--- config.mk ---
export PLATFORM = sky130hd
export DESIGN_NAME = mem_app_bridge
export DESIGN_NICKNAME = d
export VERILOG_FILES = /design/src/rtl/mem_bridge_pkg.sv /design/src/rtl/mem_line_cache.sv /design/src/rtl/mem_app_bridge.sv
export SDC_FILE = /design/constraint.sdc
export NUM_CORES = 1
export LEC_CHECK = 0
export ABC_AREA = 1
export CAP_MARGIN = 30
export CORE_MARGIN = 4
export CORE_UTILIZATION = 25
export DETAILED_ROUTE_END_ITERATION = 8
export HOLD_SLACK_MARGIN = 0.03
export PLACE_DENSITY = 0.63
export SYNTH_ARGS = -nofsm -noshare
export SYNTH_HDL_FRONTEND = slang
export SYNTH_SLANG_ARGS = --single-unit
--- constraint.sdc ---
create_clock -name clk -period 2.2 [get_ports clk]
set_input_delay 0.44 -clock clk [delete_from_list [all_inputs] [get_ports clk]]
set_output_delay 0.44 -clock clk [all_outputs]
set_load 0.02 [all_outputs]
--- src/rtl/mem_bridge_pkg.sv ---
// mem_bridge_pkg: shared command codes, FSM state encoding and lane geometry for mem_app_bridge.
package mem_bridge_pkg;

   localparam int LANE_WIDTH = 32;
   localparam int NUM_LANES  = 4;

   localparam logic [2:0] CMD_WRITE = 3'b000;
   localparam logic [2:0] CMD_READ  = 3'b001;

   typedef enum logic [2:0] {
      IDLE,
      RD_CMD,
      RD_WAIT,
      WR_ISSUE,
      RESP
   } state_t;

   // Byte-disable mask for a single-lane write: every byte outside lane sel is masked.
   function automatic logic [15:0] lane_mask(input logic [1:0] sel);
      return ~(16'h000F << {sel, 2'b00});
   endfunction

endpackage

--- src/rtl/mem_line_cache.sv ---
// mem_line_cache: one-line 128-bit read cache (tag + valid) with write-through lane update.
//   clk, reset      : clock, asynchronous active-low reset (clears valid)
//   lookup_tag/sel  : tag and lane of the request currently offered
//   hit, hit_word   : combinational hit flag and selected cached lane
//   fill_en/tag/line: load a whole line returned by the controller
//   wr_en, wr_word  : accepted write; updates the cached lane when it hits
module mem_line_cache
   import mem_bridge_pkg::*;
#(
   parameter int TAG_W = 25
) (
   input  logic                              clk,
   input  logic                              reset,
   input  logic [TAG_W-1:0]                  lookup_tag,
   input  logic [1:0]                        lookup_sel,
   output logic                              hit,
   output logic [LANE_WIDTH-1:0]             hit_word,
   input  logic                              fill_en,
   input  logic [TAG_W-1:0]                  fill_tag,
   input  logic [NUM_LANES*LANE_WIDTH-1:0]   fill_line,
   input  logic                              wr_en,
   input  logic [LANE_WIDTH-1:0]             wr_word
);

   logic                                  valid;
   logic [TAG_W-1:0]                      tag;
   logic [NUM_LANES-1:0][LANE_WIDTH-1:0]  line;

   assign hit      = valid && (tag == lookup_tag);
   assign hit_word = line[lookup_sel];

   always_ff @(posedge clk or negedge reset) begin
      if (!reset) begin
         valid <= 1'b0;
         tag   <= '0;
         line  <= '0;
      end else if (fill_en) begin
         valid <= 1'b1;
         tag   <= fill_tag;
         line  <= fill_line;
      end else if (wr_en && hit) begin
         line[lookup_sel] <= wr_word;
      end
   end

endmodule

--- src/rtl/mem_app_bridge.sv ---
// mem_app_bridge: converts one 32-bit core request at a time into a 128-bit DDR3 app-interface transaction.
//   clk, reset                 : app-interface clock, asynchronous active-low reset
//   init_calib_complete        : controller calibration done; requests held off until set
//   req_*                      : upstream request (valid/ready, write flag, byte address, write word)
//   resp_valid, resp_rdata     : one-cycle completion pulse and read word
//   app_addr/cmd/en/rdy        : controller command channel
//   app_wdf_*                  : controller write-data channel (single-beat burst)
//   app_rd_data, _valid        : controller read return
// Optional feature: define MEM_APP_BRIDGE_LINE_CACHE_EN to add a one-line read cache.
module mem_app_bridge
   import mem_bridge_pkg::*;
#(
   parameter int ADDR_WIDTH     = 28,
   parameter int APP_DATA_WIDTH = 128,
   parameter int APP_MASK_WIDTH = 16
) (
   input  logic                      clk,
   input  logic                      reset,
   input  logic                      init_calib_complete,
   input  logic                      req_valid,
   output logic                      req_ready,
   input  logic                      req_write,
   input  logic [31:0]               req_addr,
   input  logic [31:0]               req_wdata,
   output logic                      resp_valid,
   output logic [31:0]               resp_rdata,
   output logic [ADDR_WIDTH-1:0]     app_addr,
   output logic [2:0]                app_cmd,
   output logic                      app_en,
   input  logic                      app_rdy,
   output logic [APP_DATA_WIDTH-1:0] app_wdf_data,
   output logic [APP_MASK_WIDTH-1:0] app_wdf_mask,
   output logic                      app_wdf_wren,
   output logic                      app_wdf_end,
   input  logic                      app_wdf_rdy,
   input  logic [APP_DATA_WIDTH-1:0] app_rd_data,
   input  logic                      app_rd_data_valid
);

   state_t     state;
   logic [1:0] sel_q;
   logic       accept;
   logic       cache_hit;
   logic [31:0] cache_word;
   logic       unused;

   assign accept      = (state == IDLE) && req_valid && req_ready;
   assign app_wdf_end = app_wdf_wren;
   assign unused      = ^{req_addr[31:ADDR_WIDTH+1], req_addr[1:0], app_addr[2:0]};

`ifdef MEM_APP_BRIDGE_LINE_CACHE_EN
   mem_line_cache #(.TAG_W(ADDR_WIDTH-3)) u_cache (
      .clk        (clk),
      .reset      (reset),
      .lookup_tag (req_addr[ADDR_WIDTH:4]),
      .lookup_sel (req_addr[3:2]),
      .hit        (cache_hit),
      .hit_word   (cache_word),
      .fill_en    ((state == RD_WAIT) && app_rd_data_valid),
      .fill_tag   (app_addr[ADDR_WIDTH-1:3]),
      .fill_line  (app_rd_data),
      .wr_en      (accept && req_write),
      .wr_word    (req_wdata)
   );
`else
   assign cache_hit  = 1'b0;
   assign cache_word = '0;
`endif

   always_ff @(posedge clk or negedge reset) begin
      if (!reset) begin
         state        <= IDLE;
         sel_q        <= 2'd0;
         req_ready    <= 1'b0;
         resp_valid   <= 1'b0;
         resp_rdata   <= '0;
         app_en       <= 1'b0;
         app_wdf_wren <= 1'b0;
         app_cmd      <= CMD_WRITE;
         app_addr     <= '0;
         app_wdf_data <= '0;
         app_wdf_mask <= '1;
      end else begin
         resp_valid <= 1'b0;
         case (state)
            IDLE: begin
               req_ready <= init_calib_complete;
               if (accept) begin
                  req_ready    <= 1'b0;
                  sel_q        <= req_addr[3:2];
                  app_addr     <= {req_addr[ADDR_WIDTH:4], 3'b000};
                  app_wdf_data <= {NUM_LANES{req_wdata}};
                  app_wdf_mask <= lane_mask(req_addr[3:2]);
                  app_cmd      <= req_write ? CMD_WRITE : CMD_READ;
                  if (req_write) begin
                     app_en       <= 1'b1;
                     app_wdf_wren <= 1'b1;
                     state        <= WR_ISSUE;
                  end else if (cache_hit) begin
                     resp_rdata <= cache_word;
                     state      <= RESP;
                  end else begin
                     app_en <= 1'b1;
                     state  <= RD_CMD;
                  end
               end
            end
            RD_CMD: if (app_rdy) begin
               app_en <= 1'b0;
               state  <= RD_WAIT;
            end
            RD_WAIT: if (app_rd_data_valid) begin
               resp_rdata <= app_rd_data[{sel_q, 5'd0} +: LANE_WIDTH];
               state      <= RESP;
            end
            WR_ISSUE: begin
               // Command and data channels retire independently, in any order.
               if (app_rdy) app_en <= 1'b0;
               if (app_wdf_rdy) app_wdf_wren <= 1'b0;
               if ((!app_en || app_rdy) && (!app_wdf_wren || app_wdf_rdy)) state <= RESP;
            end
            RESP: begin
               resp_valid <= 1'b1;
               state      <= IDLE;
            end
            default: state <= IDLE;
         endcase
      end
   end

endmodule
==> impl_results.md, run 1 <==
* Routed Antenna Nets at 0
* Distinct cells, synth at 22
* Routed vias at around 5800
* Max clock buf depth at 2
* Slowest stage cell, crit path: clkdlybuf4s50_1
* Drt initial violations at 359
* Sequential share of the synthesized area at 0.4449
* Max-Cap Viols at 0
* Largest net degree at the start of global routing at 52
* Most frequent cells in the layout: 400 x clkdlybuf4s50_1, 291 x nand2_1, 104 x nor2_1
* Worst Path Max Fanout at 5
* Die W at between 150 and 200 um
* Detail Placement HPWL at between 15000 and 20000 um
* WP data required at 1.76 ns
* # IOs at approximately 400
* Unrepaired setup endpoints after global routing: false
* Status: finished clean
* Layout cells sized above 1 at 0.04682
* # DRC at 0
* Fin. Hold Viols at 0
* Vias per cell at between 4 and 5
* Fmax at approximately 500 MHz
* Crit. End Element: output port
* Final Core Density at 0.4246
* Syn avg cell area at approximately 7.4 um2
* Fill count at 2251
* Worst vdd ir at 0.7875 mV
* Antenna cells at 0
* H-tree levels at 3
* RD Place Congestion at between 0.7 and 0.8
* Multiplexer area fraction after synthesis at 0
* Critical path type: reg2out
* Routed WL at about 20000 um
* Worst Setup SP: app_wdf_mask[11]
* Simple logic cell fraction of the synthesized area at 0.2695
* DIE AREA at about 26000 um2
* Clock Latency Late Sink at 0.36 ns
* Synth warnings at 0
* Pleak at between 0.004 and 0.005 uW
* Worst clock skew at 0.01663 ns
* Cell Rows at 55
* Mapped Area at 5804 um2
* Top delay family on crit path: buffers and inverters
* Largest family of logic cells by synthesized area: simple AND/OR/NAND/NOR gates
* Initial antenna violation count at 0
* Setup WS pre-CTS at 0.3135 ns
* Total GRT Usage at 0.1540
* Core Area at between 20000 and 25000 um2
* Xor/xnor share of the synthesized area at 0
* PnR Total Power at 14420 uW
* Total congestion overflow at 0
* Largest stage delay on the critical path at between 0.6 and 0.7 ns
* Worst slew pin tran at 0.5790 ns
* Crit path DAT at 1.61 ns
* Vias in the first global route at roughly 6000
* First-pass GRT wire length at roughly 32000 um
* PortBufs at ~400
* Worst hold path type: in2async
* Worst r2r src: state[0]
* Most common cell after layout, fill and taps aside: clkdlybuf4s50_1
* Fin crit share at 0.9296
* CTS resizes at 0
* Final Critical Period at a little over 2 ns
* Post-synthesis compound-gate area fraction at 0.09054
* Starting density of the core at 0.2556
* Relative max-transition margin at 0.6140
* Final Max Tran Viols at 0
* Clock sinks at around 100
* Worst path buffer plus inverter count at 1
* Area Growth Syn to Fin at 66.13%
* Synth Instances at between 700 and 800
* Setup TNS at 0 ns
* Post-route setup slack at between 0.15 and 0.2 ns
* Final setup fails at 0
* Synth Area in Adders at 0
* Pre-antenna DRT Iters at 4
* CTS clk-pin slew, worst paths at 0.09 ns
* CP cell instances: clkdlybuf4s50_1
* Power density over cell area at approximately 1500 nW/um2
* Die height at 160.4 um
* CTS buffer count at 9
* Synth top area share at 0.4268
* CTS tree: done
* Synthesized flop and latch total at 103
* DR WL/cell at between 15 and 20 um
* Dominant cell type by area after synthesis: dfrtp_1
* Synth area leaders: dfrtp_1 43%, nand2_1 19%, buf_4 15%
* CP startpoint kind: flop
* CTS root buffer: clkbuf_16
* Post-layout nets at about 1300
## report_power, final
group	leakage, uW	internal (uW)	switching (uW)
combinational	0.00288	4170	4810
clock	0.000156	840	868
sequential	0.00128	2800	931
total	0.00432	7810	6610
## metrics by stage
step                hold slack, ns  std cells  instance area (um2)
floorplan                   0.1444        788                 5819
global placement            0.3100       1336                 9311
detailed placement          0.3104       1336                 9311
CTS                         0.4434       1353                 9643
global route                0.4468       1353                 9643
finish                      0.4586       1353                 9643
## cell usage after synthesis, drive strengths merged
master,count
dfstp,4
o21ai,102
inv,15
nand4,1
clkbuf,18
dfrtp,99
nand3,5
conb,1
nand2,291
nor3,4
nor2,106
buf,136
a211oi,1
o21a,1
## worst reg2reg max path: cells and delay by family, from the launching register on
kind	cells	cell delay, ns
and+or+nand+nor	4	0.54
buffers and inverters	2	0.50
DFF	1	0.47
## timing repair
action | in CTS | in global routing
buffers inserted | 0 | 0
hold buffers | 1 | 0
hold endpoints to repair | 11 | 0
## worst paths after layout
check                               endpoint  slack, ns  cells past startpoint
max in group asynchronous     resp_rdata[10]       1.18                      3
max                          app_wdf_mask[8]       0.15                      1
min reg2reg                   resp_rdata[16]       0.48                      2
min                             app_addr[13]       0.46                      2
min in group clk              resp_rdata[16]       0.48                      2
max reg2reg                app_wdf_data[116]       0.63                      6
## metal layers
| metal | wire [um] | track usage | up-vias |
|---|---|---|---|
| met5 | 0 | 0 | - |
| met4 | 360 | 0.03676 | 0 |
| met3 | 1663 | 0.05876 | 24 |
| met2 | 10080 | 0.2630 | 260 |
| met1 | 8344 | 0.1840 | 2628 |
| li1 | - | - | 2874 |
## logic make-up after synthesis
| group | Yosys count |
|---|---|
| flops | 103 |
| compound gates | 104 |
| simple gates | 407 |
| buf+inv | 169 |
| other cells | 1 |
## layout make-up
| type | instances | area [um2] | share of cell area |
|---|---|---|---|
| multi-input combinational | 516 | 2117 | 0.2195 |
| timing repair buffer | 418 | 4204 | 0.4360 |
| clock buffer | 9 | 225.2 | 0.02336 |
| sequential | 103 | 2585 | 0.2681 |
| tap | 285 | 356.6 | 0.03698 |
| inverter | 15 | 58.81 | 0.006098 |
| clock inverter | 7 | 96.34 | 0.009991 |
## flip-flops by register name, indices dropped and copies added, names as in the netlist
register      cells
app_wdf_data     32
resp_rdata       32
app_addr         25
app_wdf_mask      4
state             3
sel_q             2
app_cmd           1
app_en            1
app_wdf_end       1
req_ready         1
resp_valid        1
Power figures use the tool's default switching activity.
==> inputs of run 2 (changes only) <==
--- a/config.mk
+++ b/config.mk
@@ -11,7 +11,7 @@
 export CORE_UTILIZATION = 25
 export DETAILED_ROUTE_END_ITERATION = 8
 export HOLD_SLACK_MARGIN = 0.03
-export PLACE_DENSITY = 0.63
+export PLACE_DENSITY = 0.58
 export SYNTH_ARGS = -nofsm -noshare
 export SYNTH_HDL_FRONTEND = slang
 export SYNTH_SLANG_ARGS = --single-unit
==> run 2 against run 1 <==
Combinational power barely moved. Register-to-register slack got worse by 0.06 ns. Routed wire length rose by 1.1%. Final cell count fell by 0.30%. Hold slack got worse by 0.35 ns. Sequential share of layout area barely moved. Critical path type unchanged. Largest cell class unchanged. Largest power group unchanged. Highest routed layer unchanged.
==> impl_results.md, run 2 (synthesized netlist as in run 1, its figures left out) <==
* PnR Total Power at 14420 uW (about the same)
* Post-CTS Hold Buffers at 0 (was 1)
* Routed WL at 20680 um (was 20450 um)
* Antenna cells at 0 (unchanged)
* CP cell instances: clkdlybuf4s50_1 (unchanged)
* Cell total after placement at 1333 (was 1336)
* DIE AREA at 25720 um2 (unchanged)
* Routed Antenna Nets at 0 (unchanged)
* DR WL/cell at 15.33 um (was 15.11 um)
* Reg-to-reg endpoint: resp_rdata[28] (was app_wdf_data[116])
* Detail Placement HPWL at 15870 um (was 16120 um)
* CTS root buffer: clkbuf_16 (unchanged)
* CTS buffer count at 9 (unchanged)
* Relative max-transition margin at 0.6038 (was 0.6140)
* Worst vdd ir at 0.7286 mV (was 0.7875 mV)
* Fin crit share at 0.9211 (was 0.9296)
* First-pass GRT wire length at 31980 um (was 31930 um)
* # DRC at 0 (unchanged)
* Area of the multi-input gates at 2117 um2 (unchanged)
* RD Place Congestion at 0.7946 (was 0.7844)
* Die height at 160.4 um (unchanged)
* Final setup fails at 0 (unchanged)
* Status: finished clean (unchanged)
* Fill count at 2328 (was 2251)
* Top delay family on crit path: buffers and inverters (unchanged)
* PortBufs at 401 (unchanged)
* CTS resizes at 0 (unchanged)
* Worst clock skew at 0.01145 ns (was 0.01663 ns)
* Slowest stage cell, crit path: clkdlybuf4s50_1 (unchanged)
* Post-route setup slack at 0.1736 ns (was 0.1548 ns)
* Largest net degree at the start of global routing at 104 (was 52)
* Clock sinks at 103 (unchanged)
* R2R depth at 6 (unchanged)
* Total GRT Usage at 0.1534 (was 0.1540)
* Worst path buffer plus inverter count at 1 (unchanged)
* Fin. Hold Viols at 0 (unchanged)
* Crit path DAT at 1.59 ns (was 1.61 ns)
* Register area at 2585 um2 (unchanged)
* Vias per cell at 4.230 (was 4.276)
* # IOs at 412 (unchanged)
* Initial antenna violation count at 0 (unchanged)
* Total congestion overflow at 0 (unchanged)
* Max clock buf depth at 2 (unchanged)
* # Post-CTS Setup Buffers at 0 (unchanged)
* Worst hold path type: in2async (unchanged)
* Core Area at 22710 um2 (unchanged)
* Pleak at 0.004308 uW (was 0.004318 uW)
* Post-layout nets at 1259 (was 1263)
* Setup WS pre-CTS at 0.3185 ns (was 0.3135 ns)
* Max-Cap Viols at 0 (unchanged)
* H-tree levels at 3 (unchanged)
* Worst slew pin tran at 0.5943 ns (was 0.5790 ns)
* Pre-antenna DRT Iters at 4 (unchanged)
* Most frequent cells in the layout: 400 x clkdlybuf4s50_1, 291 x nand2_1, 104 x nor2_1 (unchanged)
* Area Growth Syn to Fin at 65.96% (was 66.13%)
* Biggest registers after layout: app_wdf_data (32), resp_rdata (32), app_addr (25) (unchanged)
* Starting density of the core at 0.2556 (unchanged)
* Crit. End Element: output port (unchanged)
* Vias in the first global route at 5707 (was 5885)
* Fin cells at 1349 (was 1353)
* Drt initial violations at 335 (was 359)
* Power density over cell area at 1496 nW/um2 (was 1495 nW/um2)
* Layout cells sized above 1 at 0.04417 (was 0.04682)
* CP startpoint kind: flop (unchanged)
* CTS tree: done (unchanged)
* Worst Path Max Fanout at 5 (unchanged)
* Setup TNS at 0 ns (unchanged)
* Most common cell after layout, fill and taps aside: clkdlybuf4s50_1 (unchanged)
* Routed vias at 5706 (was 5786)
* Largest stage delay on the critical path at 0.64 ns (was 0.63 ns)
* Fmax at 493.5 MHz (was 489.0 MHz)
* Final Max Tran Viols at 0 (unchanged)
* WP data required at 1.76 ns (about the same)
* Worst r2r src: sel_q[0] (was state[0])
* CTS clk-pin slew, worst paths at 0.09 ns (about the same)
* Cell Rows at 55 (unchanged)
* Critical path type: reg2out (unchanged)
* Final Critical Period at 2.026 ns (was 2.045 ns)
* Unrepaired setup endpoints after global routing: false (unchanged)
* Reg-to-reg setup timing slack at 0.57 ns (was 0.63 ns)
* Clock Latency Late Sink at 0.36 ns (about the same)
* Die W at 160.4 um (unchanged)
-- run 2: where the power goes --
| group | leakage [uW] | switching (uW) | total [uW] | internal, uW |
|---|---|---|---|---|
| clock | 0.000154 | 848 | 1670 | 825 |
| sequential | 0.00128 | 935 | 3730 | 2800 |
| combinational | 0.00287 | 4820 | 9010 | 4190 |
-- run 2: how the worst max path moves through the flow --
stage	startpoint	end	cells after the start
6_report	app_wdf_mask[11]	app_wdf_mask[9]	1
5_1_grt	app_wdf_mask[11]	app_wdf_mask[10]	1
4_1_cts	app_wdf_mask[11]	app_wdf_mask[9]	1
3_5_place_dp	app_rd_data_valid	resp_rdata[28]	6
3_3_place_gp	app_rd_data_valid	resp_rdata[22]	6
2_1_floorplan	state[2]	resp_rdata[0]	7
-- run 2: layout make-up --
| cell class | instances | area share |
|---|---|---|
| Inverter | 15 | 0.006105 |
| Timing Repair Buffer | 414 | 0.4356 |
| Tap cell | 285 | 0.03702 |
| Multi-Input combinational cell | 516 | 0.2198 |
| Clock inverter | 7 | 0.009742 |
| Sequential cell | 103 | 0.2683 |
| Clock buffer | 9 | 0.02338 |
-- run 2: metal layers --
| metal | part of all wire | track usage |
|---|---|---|
| met4 | 0.015 | 0.03637 |
| met2 | 0.48 | 0.2570 |
| met3 | 0.089 | 0.05825 |
| met5 | 0 | 0 |
| met1 | 0.41 | 0.1876 |
-- run 2: metrics by stage --
stage / hold WS [ns] / utilization / area (um2)
finish: 0.1066 / 0.4242 / 9633
detailed placement: 0.4642 / 0.4101 / 9314
CTS: 0.1638 / 0.4242 / 9633
global route: 0.1767 / 0.4242 / 9633
floorplan: 0.1444 / - / 5819
global placement: 0.4608 / 0.4101 / 9314
-- run 2: worst reg2reg max path: cells and delay by family, from the launching register on --
| family | cells | cell delay (ns) |
|---|---|---|
| flip-flops | 1 | 0.55 |
| buffers and inverters | 2 | 0.56 |
| AO/OA/AOI/OAI | 1 | 0.23 |
| AND/OR/NAND/NOR | 3 | 0.24 |
